<file path="src/rtl/mac_pkg.sv">
// Shared types and arithmetic helpers for the vector MAC (mac_vec_acc).
package mac_pkg;

  typedef enum logic [1:0] {
    IDLE  = 2'd0,
    ACCUM = 2'd1,
    DRAIN = 2'd2,
    OUT   = 2'd3
  } mac_state_e;

  localparam int SAT_MAX_W = 64;

  typedef struct packed {
    logic                        ovf;
    logic signed [SAT_MAX_W-1:0] val;
  } sat_res_t;

  function automatic int prod_width(input int n);
    return 2 * n;
  endfunction

  // Signed add clamped to the range of a w-bit two's-complement value (w <= SAT_MAX_W).
  function automatic sat_res_t sat_add(input logic signed [SAT_MAX_W-1:0] a,
                                       input logic signed [SAT_MAX_W-1:0] b,
                                       input int w);
    logic signed [SAT_MAX_W:0] sum;
    logic signed [SAT_MAX_W:0] hi;
    logic signed [SAT_MAX_W:0] lo;
    sat_res_t r;
    sum   = $signed({a[SAT_MAX_W-1], a}) + $signed({b[SAT_MAX_W-1], b});
    hi    = (65'sd1 <<< (w - 1)) - 65'sd1;
    lo    = -(65'sd1 <<< (w - 1));
    r.ovf = 1'b0;
    r.val = sum[SAT_MAX_W-1:0];
    if (sum > hi) begin
      r.val = hi[SAT_MAX_W-1:0];
      r.ovf = 1'b1;
    end else if (sum < lo) begin
      r.val = lo[SAT_MAX_W-1:0];
      r.ovf = 1'b1;
    end else begin
      r.ovf = 1'b0;
    end
    return r;
  endfunction

endpackage

</file>
<file path="src/rtl/mac_lane_sum.sv">
// First pipeline stage of the vector MAC: registers the lane products of an
// accepted beat and reduces them to a single sign-extended lane sum.
module mac_lane_sum
  import mac_pkg::*;
#(
  parameter int N     = 16,
  parameter int LANES = 4,
  parameter int ACC_W = 2 * N + 8
) (
  input  logic                    clk_i,
  input  logic                    rst_i,
  input  logic                    flush_i,
  input  logic                    in_valid_i,
  input  logic [LANES*N-1:0]      value_i,
  input  logic [LANES*N-1:0]      mult_i,
  output logic                    sum_valid_o,
  output logic signed [ACC_W-1:0] sum_o
);

  localparam int PROD_W = prod_width(N);

  logic signed [PROD_W-1:0] prod_q [LANES];
  logic                     valid_q;

  always_ff @(posedge clk_i or posedge rst_i) begin
    if (rst_i) begin
      valid_q <= 1'b0;
      for (int k = 0; k < LANES; k++) prod_q[k] <= {PROD_W{1'b0}};
    end else if (flush_i) begin
      valid_q <= 1'b0;
    end else begin
      valid_q <= in_valid_i;
      if (in_valid_i) begin
        for (int k = 0; k < LANES; k++) begin
          prod_q[k] <= PROD_W'($signed(value_i[k*N +: N])) * PROD_W'($signed(mult_i[k*N +: N]));
        end
      end
    end
  end

  always_comb begin
    sum_o = {ACC_W{1'b0}};
    for (int k = 0; k < LANES; k++) sum_o = sum_o + ACC_W'(prod_q[k]);
  end

  assign sum_valid_o = valid_q;

endmodule

</file>
<file path="src/rtl/mac_vec_acc.sv">
// Vectorised multi-lane MAC: accumulates len+1 beats of lane dot products onto a bias.
// Define MAC_SAT_EN for saturating accumulation with a sticky ovf_o flag.
module mac_vec_acc
  import mac_pkg::*;
#(
  parameter int N     = 16,
  parameter int LANES = 4,
  parameter int ACC_W = 2 * N + 8,
  parameter int LEN_W = 10
) (
  input  logic               clk_i,
  input  logic               rst_i,
  input  logic               clr_i,
  input  logic [LEN_W-1:0]   len_i,
  input  logic [ACC_W-1:0]   bias_i,
  input  logic               in_valid_i,
  output logic               in_ready_o,
  input  logic [LANES*N-1:0] value_i,
  input  logic [LANES*N-1:0] mult_i,
  output logic               out_valid_o,
  input  logic               out_ready_i,
  output logic [ACC_W-1:0]   mac_o,
  output logic               ovf_o,
  output logic               busy_o
);

  mac_state_e              state_q;
  logic [LEN_W-1:0]        len_q;
  logic [LEN_W-1:0]        cnt_q;
  logic signed [ACC_W-1:0] acc_q;
  logic signed [ACC_W-1:0] acc_d;
  logic signed [ACC_W-1:0] sum_s;
  logic                    sum_valid_s;
  logic                    beat_s;
  logic                    out_valid_q;
  logic                    ovf_q;
  logic                    ovf_d;

  assign in_ready_o  = (state_q == IDLE) || (state_q == ACCUM);
  assign beat_s      = in_valid_i && in_ready_o && !clr_i;
  assign busy_o      = (state_q != IDLE);
  assign out_valid_o = out_valid_q;
  assign mac_o       = acc_q;
  assign ovf_o       = ovf_q;

  mac_lane_sum #(
    .N     (N),
    .LANES (LANES),
    .ACC_W (ACC_W)
  ) u_lane_sum (
    .clk_i       (clk_i),
    .rst_i       (rst_i),
    .flush_i     (clr_i),
    .in_valid_i  (beat_s),
    .value_i     (value_i),
    .mult_i      (mult_i),
    .sum_valid_o (sum_valid_s),
    .sum_o       (sum_s)
  );

`ifdef MAC_SAT_EN
  sat_res_t sat_s;

  always_comb begin
    sat_s = sat_add(SAT_MAX_W'(acc_q), SAT_MAX_W'(sum_s), ACC_W);
    acc_d = sat_s.val[ACC_W-1:0];
    ovf_d = ovf_q | sat_s.ovf;
  end
`else
  always_comb begin
    acc_d = acc_q + sum_s;
    ovf_d = 1'b0;
  end
`endif

  always_ff @(posedge clk_i or posedge rst_i) begin
    if (rst_i) begin
      state_q     <= IDLE;
      len_q       <= {LEN_W{1'b0}};
      cnt_q       <= {LEN_W{1'b0}};
      acc_q       <= {ACC_W{1'b0}};
      out_valid_q <= 1'b0;
      ovf_q       <= 1'b0;
    end else if (clr_i) begin
      state_q     <= IDLE;
      cnt_q       <= {LEN_W{1'b0}};
      acc_q       <= {ACC_W{1'b0}};
      out_valid_q <= 1'b0;
      ovf_q       <= 1'b0;
    end else begin
      if (sum_valid_s) begin
        acc_q <= acc_d;
        ovf_q <= ovf_d;
      end
      case (state_q)
        IDLE: begin
          if (beat_s) begin
            len_q   <= len_i;
            cnt_q   <= LEN_W'(1'b1);
            acc_q   <= bias_i;
            state_q <= (len_i == {LEN_W{1'b0}}) ? DRAIN : ACCUM;
          end
        end
        ACCUM: begin
          if (beat_s) begin
            cnt_q <= cnt_q + LEN_W'(1'b1);
            if (cnt_q == len_q) state_q <= DRAIN;
          end
        end
        // The last lane sum is added this cycle, so the result is final at the next edge.
        DRAIN: begin
          out_valid_q <= 1'b1;
          state_q     <= OUT;
        end
        OUT: begin
          if (out_ready_i) begin
            out_valid_q <= 1'b0;
            ovf_q       <= 1'b0;
            cnt_q       <= {LEN_W{1'b0}};
            state_q     <= IDLE;
          end
        end
        default: state_q <= IDLE;
      endcase
    end
  end

endmodule

</file>
<file path="config.mk">
export PLATFORM = sky130hd
export DESIGN_NAME = mac_vec_acc
export DESIGN_NICKNAME = d
export VERILOG_FILES = /design/src/rtl/mac_pkg.sv /design/src/rtl/mac_lane_sum.sv /design/src/rtl/mac_vec_acc.sv
export SDC_FILE = /design/constraint.sdc
export NUM_CORES = 2
export LEC_CHECK = 0
export BUFFER_PORTS_ARGS = -buffer_cell sky130_fd_sc_hd__buf_4
export CORE_MARGIN = 3
export CORE_UTILIZATION = 38
export DETAILED_ROUTE_END_ITERATION = 16
export MAX_ROUTING_LAYER = met4
export PLACE_DENSITY = 0.67
export SETUP_SLACK_MARGIN = 0.1
export SYNTH_ARGS = -nofsm -noshare
export SYNTH_HDL_FRONTEND = slang
export SYNTH_SLANG_ARGS = --single-unit
</file>
<file path="constraint.sdc">
create_clock -name clk_i -period 5.4 [get_ports clk_i]
set_input_delay 0.54 -clock clk_i [delete_from_list [all_inputs] [get_ports clk_i]]
set_output_delay 0.54 -clock clk_i [all_outputs]
set_load 0.005 [all_outputs]
</file>
==> metrics.txt <==
Critical Path Max Stage Delay=0.60 ns; Startpoint Class=flip-flop; die width=375 µm; GPL Wtd Cong=0.914; Die ar.=0.141 mm²; status=finished, violations left; #FFs+latches synth=193; die height=375 µm; via count=41.3k; CP arrival=6.44 ns; htree depth=4; critical path's top delay family=compound AO/OA/AOI/OAI gates; vias in the first global route=45.0k; worst hold path class=input port to asynchronous set/reset pin; Clk pin slew, worst setup/hold paths=0.08 ns; Initial Utilization=38.5%; WL met1=59100 µm; Detailed Routing Iterations Pass 1=5; Syn. warnings=0; CP Class=flip-flop to flip-flop; CP required=5.76 ns; final period utilization=113%; final hold violation count=0; vias per cell=4.85; syn_nets=7409; met2 routed wirelength=70100 µm; measured slew at the worst slew-check pin=1.06 ns; unrepaired setup endpoints after global routing=yes; final setup vio count=58; asr flop ratio synth=100%; Core Area=0.134 mm²; io pins=227; GRT Total Usage=20.9%; Reg2Reg Depth=28; Reg-to-Reg Start=u_lane_sum.prod_q[105]$_DFFE_PP0P_; Clk Latency, worst-skew pair=0.47 ns; Post-synth EDFFs=0; Crit. path cell count=28; nets=8434; flop-to-flop setup slack=-0.69 ns; Yosys cell types=81; relative slew slack=29.2%; synthesized cell area=0.0517 mm²; drt total wl=141000 µm; PortBufs=226; Crit Path Max Fanout=4; # DRC=0; clk sinks=193; Gate Count Post-Synth=5702; fmax=164 MHz; Setup crit end=mac_o[39]$_DFF_PP0_; Detail Route Antenna Nets=0; Inserted Clock Buffers=17; Mapped Avg Cell Area=9.07 µm²; max-cap violation count=0; GR Overflow Total=0; Iter 0 DRT Violations=2362; Final min period=6.09 ns; worst setup path startpoint=u_lane_sum.prod_q[105]$_DFFE_PP0P_; first-pass GRT wire length=231000 µm; Clock Skew=0.0133 ns; row count=134; area grow syn2layout=30.2%; failing checks=setup timing; WL met3=8010 µm; RR Endpoint=mac_o[39]$_DFF_PP0_; PnR worst setup slack=-0.688 ns; Seq/Total Area, Yosys=9.34%; layout cells sized above 1=27.2%; Final HPWL DP=119000 µm; setup TNS=-17.79 ns; Routed wire per std cell=16.6 µm; maximum clock path buffer count=2; CP bufs+invs=6; root buffer cell=clkbuf_16; initial antenna violation count=2; CTS tree=built; CP max-delay cell=fa_1; most common cell after layout, fill and taps aside=inv_1; most frequent cells in the layout=inv_1, fa_1, buf_4; largest net degree at the start of global routing=211; highest routed layer=met4; Top FF cell, synth=dfrtp_1; Critical Path End Type=flip-flop; Slew Viols, Final=0; worst slack, placed=-1.21 ns; Most common cell on crit path=buf_4
[state kept, by name, summed over array words and instances (netlist names)]
register	count
ovf_o	1
len_q	10
state_q	2
cnt_q	10
u_lane_sum.sum_valid_o	1
out_valid_o	1
u_lane_sum.prod_q	128
mac_o	40
[routing by layer]
metal | GRT usage, % | vias to the layer above
met1 | 26.5 | 20800
met5 | - | -
li1 | - | 19300
met3 | 3.40 | 191
met4 | 5.76 | 0
met2 | 34.7 | 976
[per-stage QoR]
step / hold slack [ns] / std cells / cell area [µm²] / utilization [%]
3_5_place_dp: 0.479 / 8336 / 62300 / 46.4
3_3_place_gp: 0.466 / 8336 / 62300 / 46.4
5_1_grt: 0.164 / 8509 / 67300 / 50.1
4_1_cts: 0.131 / 8472 / 65700 / 48.9
6_report: 0.134 / 8509 / 67300 / 50.1
2_1_floorplan: 0.449 / 5702 / 53800 / -
[cells in the mapped netlist, types with 7 or more instances]
master | number | area [µm²]
o21bai_1 | 29 | 218
inv_1 | 1317 | 4940
fa_1 | 1121 | 22400
nor4_1 | 9 | 56.3
nand2_1 | 822 | 3090
a21o_1 | 67 | 503
mux2i_1 | 22 | 220
or2_2 | 8 | 50.1
nor2_1 | 120 | 450
xnor2_1 | 129 | 1130
and3_1 | 13 | 81.3
a311oi_1 | 7 | 61.3
and2_1 | 389 | 2430
xor2_1 | 80 | 701
nand2b_1 | 78 | 488
nor3_1 | 30 | 150
o21ai_0 | 197 | 986
nand3b_1 | 8 | 60.1
dfrtp_1 | 193 | 4830
o211ai_1 | 16 | 120
o21a_1 | 15 | 113
nor2b_1 | 12 | 75.1
a211oi_1 | 48 | 360
nand4_1 | 14 | 87.6
or3_1 | 17 | 106
a31oi_1 | 15 | 93.8
ha_1 | 403 | 5040
nand3_1 | 48 | 240
o31ai_1 | 20 | 150
clkbuf_1 | 183 | 687
a21oi_1 | 174 | 871
[worst min-delay path by stage]
stage                                      startpoint                           endpoint  cells after the start
floorplan           u_lane_sum.prod_q[25]$_DFFE_PP0P_  u_lane_sum.prod_q[25]$_DFFE_PP0P_                      2
global placement    u_lane_sum.prod_q[26]$_DFFE_PP0P_  u_lane_sum.prod_q[26]$_DFFE_PP0P_                      2
global route                                    rst_i               len_q[3]$_DFFE_PP0P_                      2
CTS                                             rst_i               len_q[4]$_DFFE_PP0P_                      2
detailed placement  u_lane_sum.prod_q[25]$_DFFE_PP0P_  u_lane_sum.prod_q[25]$_DFFE_PP0P_                      2
finish                                          rst_i               len_q[4]$_DFFE_PP0P_                      2
[layout make-up]
class | instances | area, µm²
fillers | 12100 | 67000
clock buffers | 19 | 453
repair buffers | 1192 | 10300
inverters | 1318 | 4960
multi-input cells | 4005 | 44400
clock inverters | 12 | 119
well taps | 1768 | 2210
diodes | 2 | 5.00
flip-flops and latches | 193 | 4840
[timing repair]
action | CTS | global route
hold buffers | 0 | 0
cloned | 1 | 0
setup endpoints to repair | 92 | 102
resized for setup | 484 | 355
endpoints found under the hold margin | 0 | 0
pin swaps | 361 | 323
setup buffers | 115 | 54
[kinds of logic (layout without fill, tap and decap cells)]
kind of cell / Yosys count / after routing / synth area share [%]
and+or+nand+nor: 1584 / 1584 / 14.5
adders and majority gates: 1524 / 1524 / 53.2
buffers and inverters: 1504 / 2541 / 10.9
AOI/OAI and AO/OA: 663 / 663 / 8.04
xor gates and xnor gates: 209 / 209 / 3.54
DFF: 193 / 193 / 9.34
muxes: 25 / 25 / 0.491
other: 0 / 2 / 0
Power is left out: the tool's default activity adds up to more than one toggle a clock period on the data nets, which glitch-free logic cannot reach.
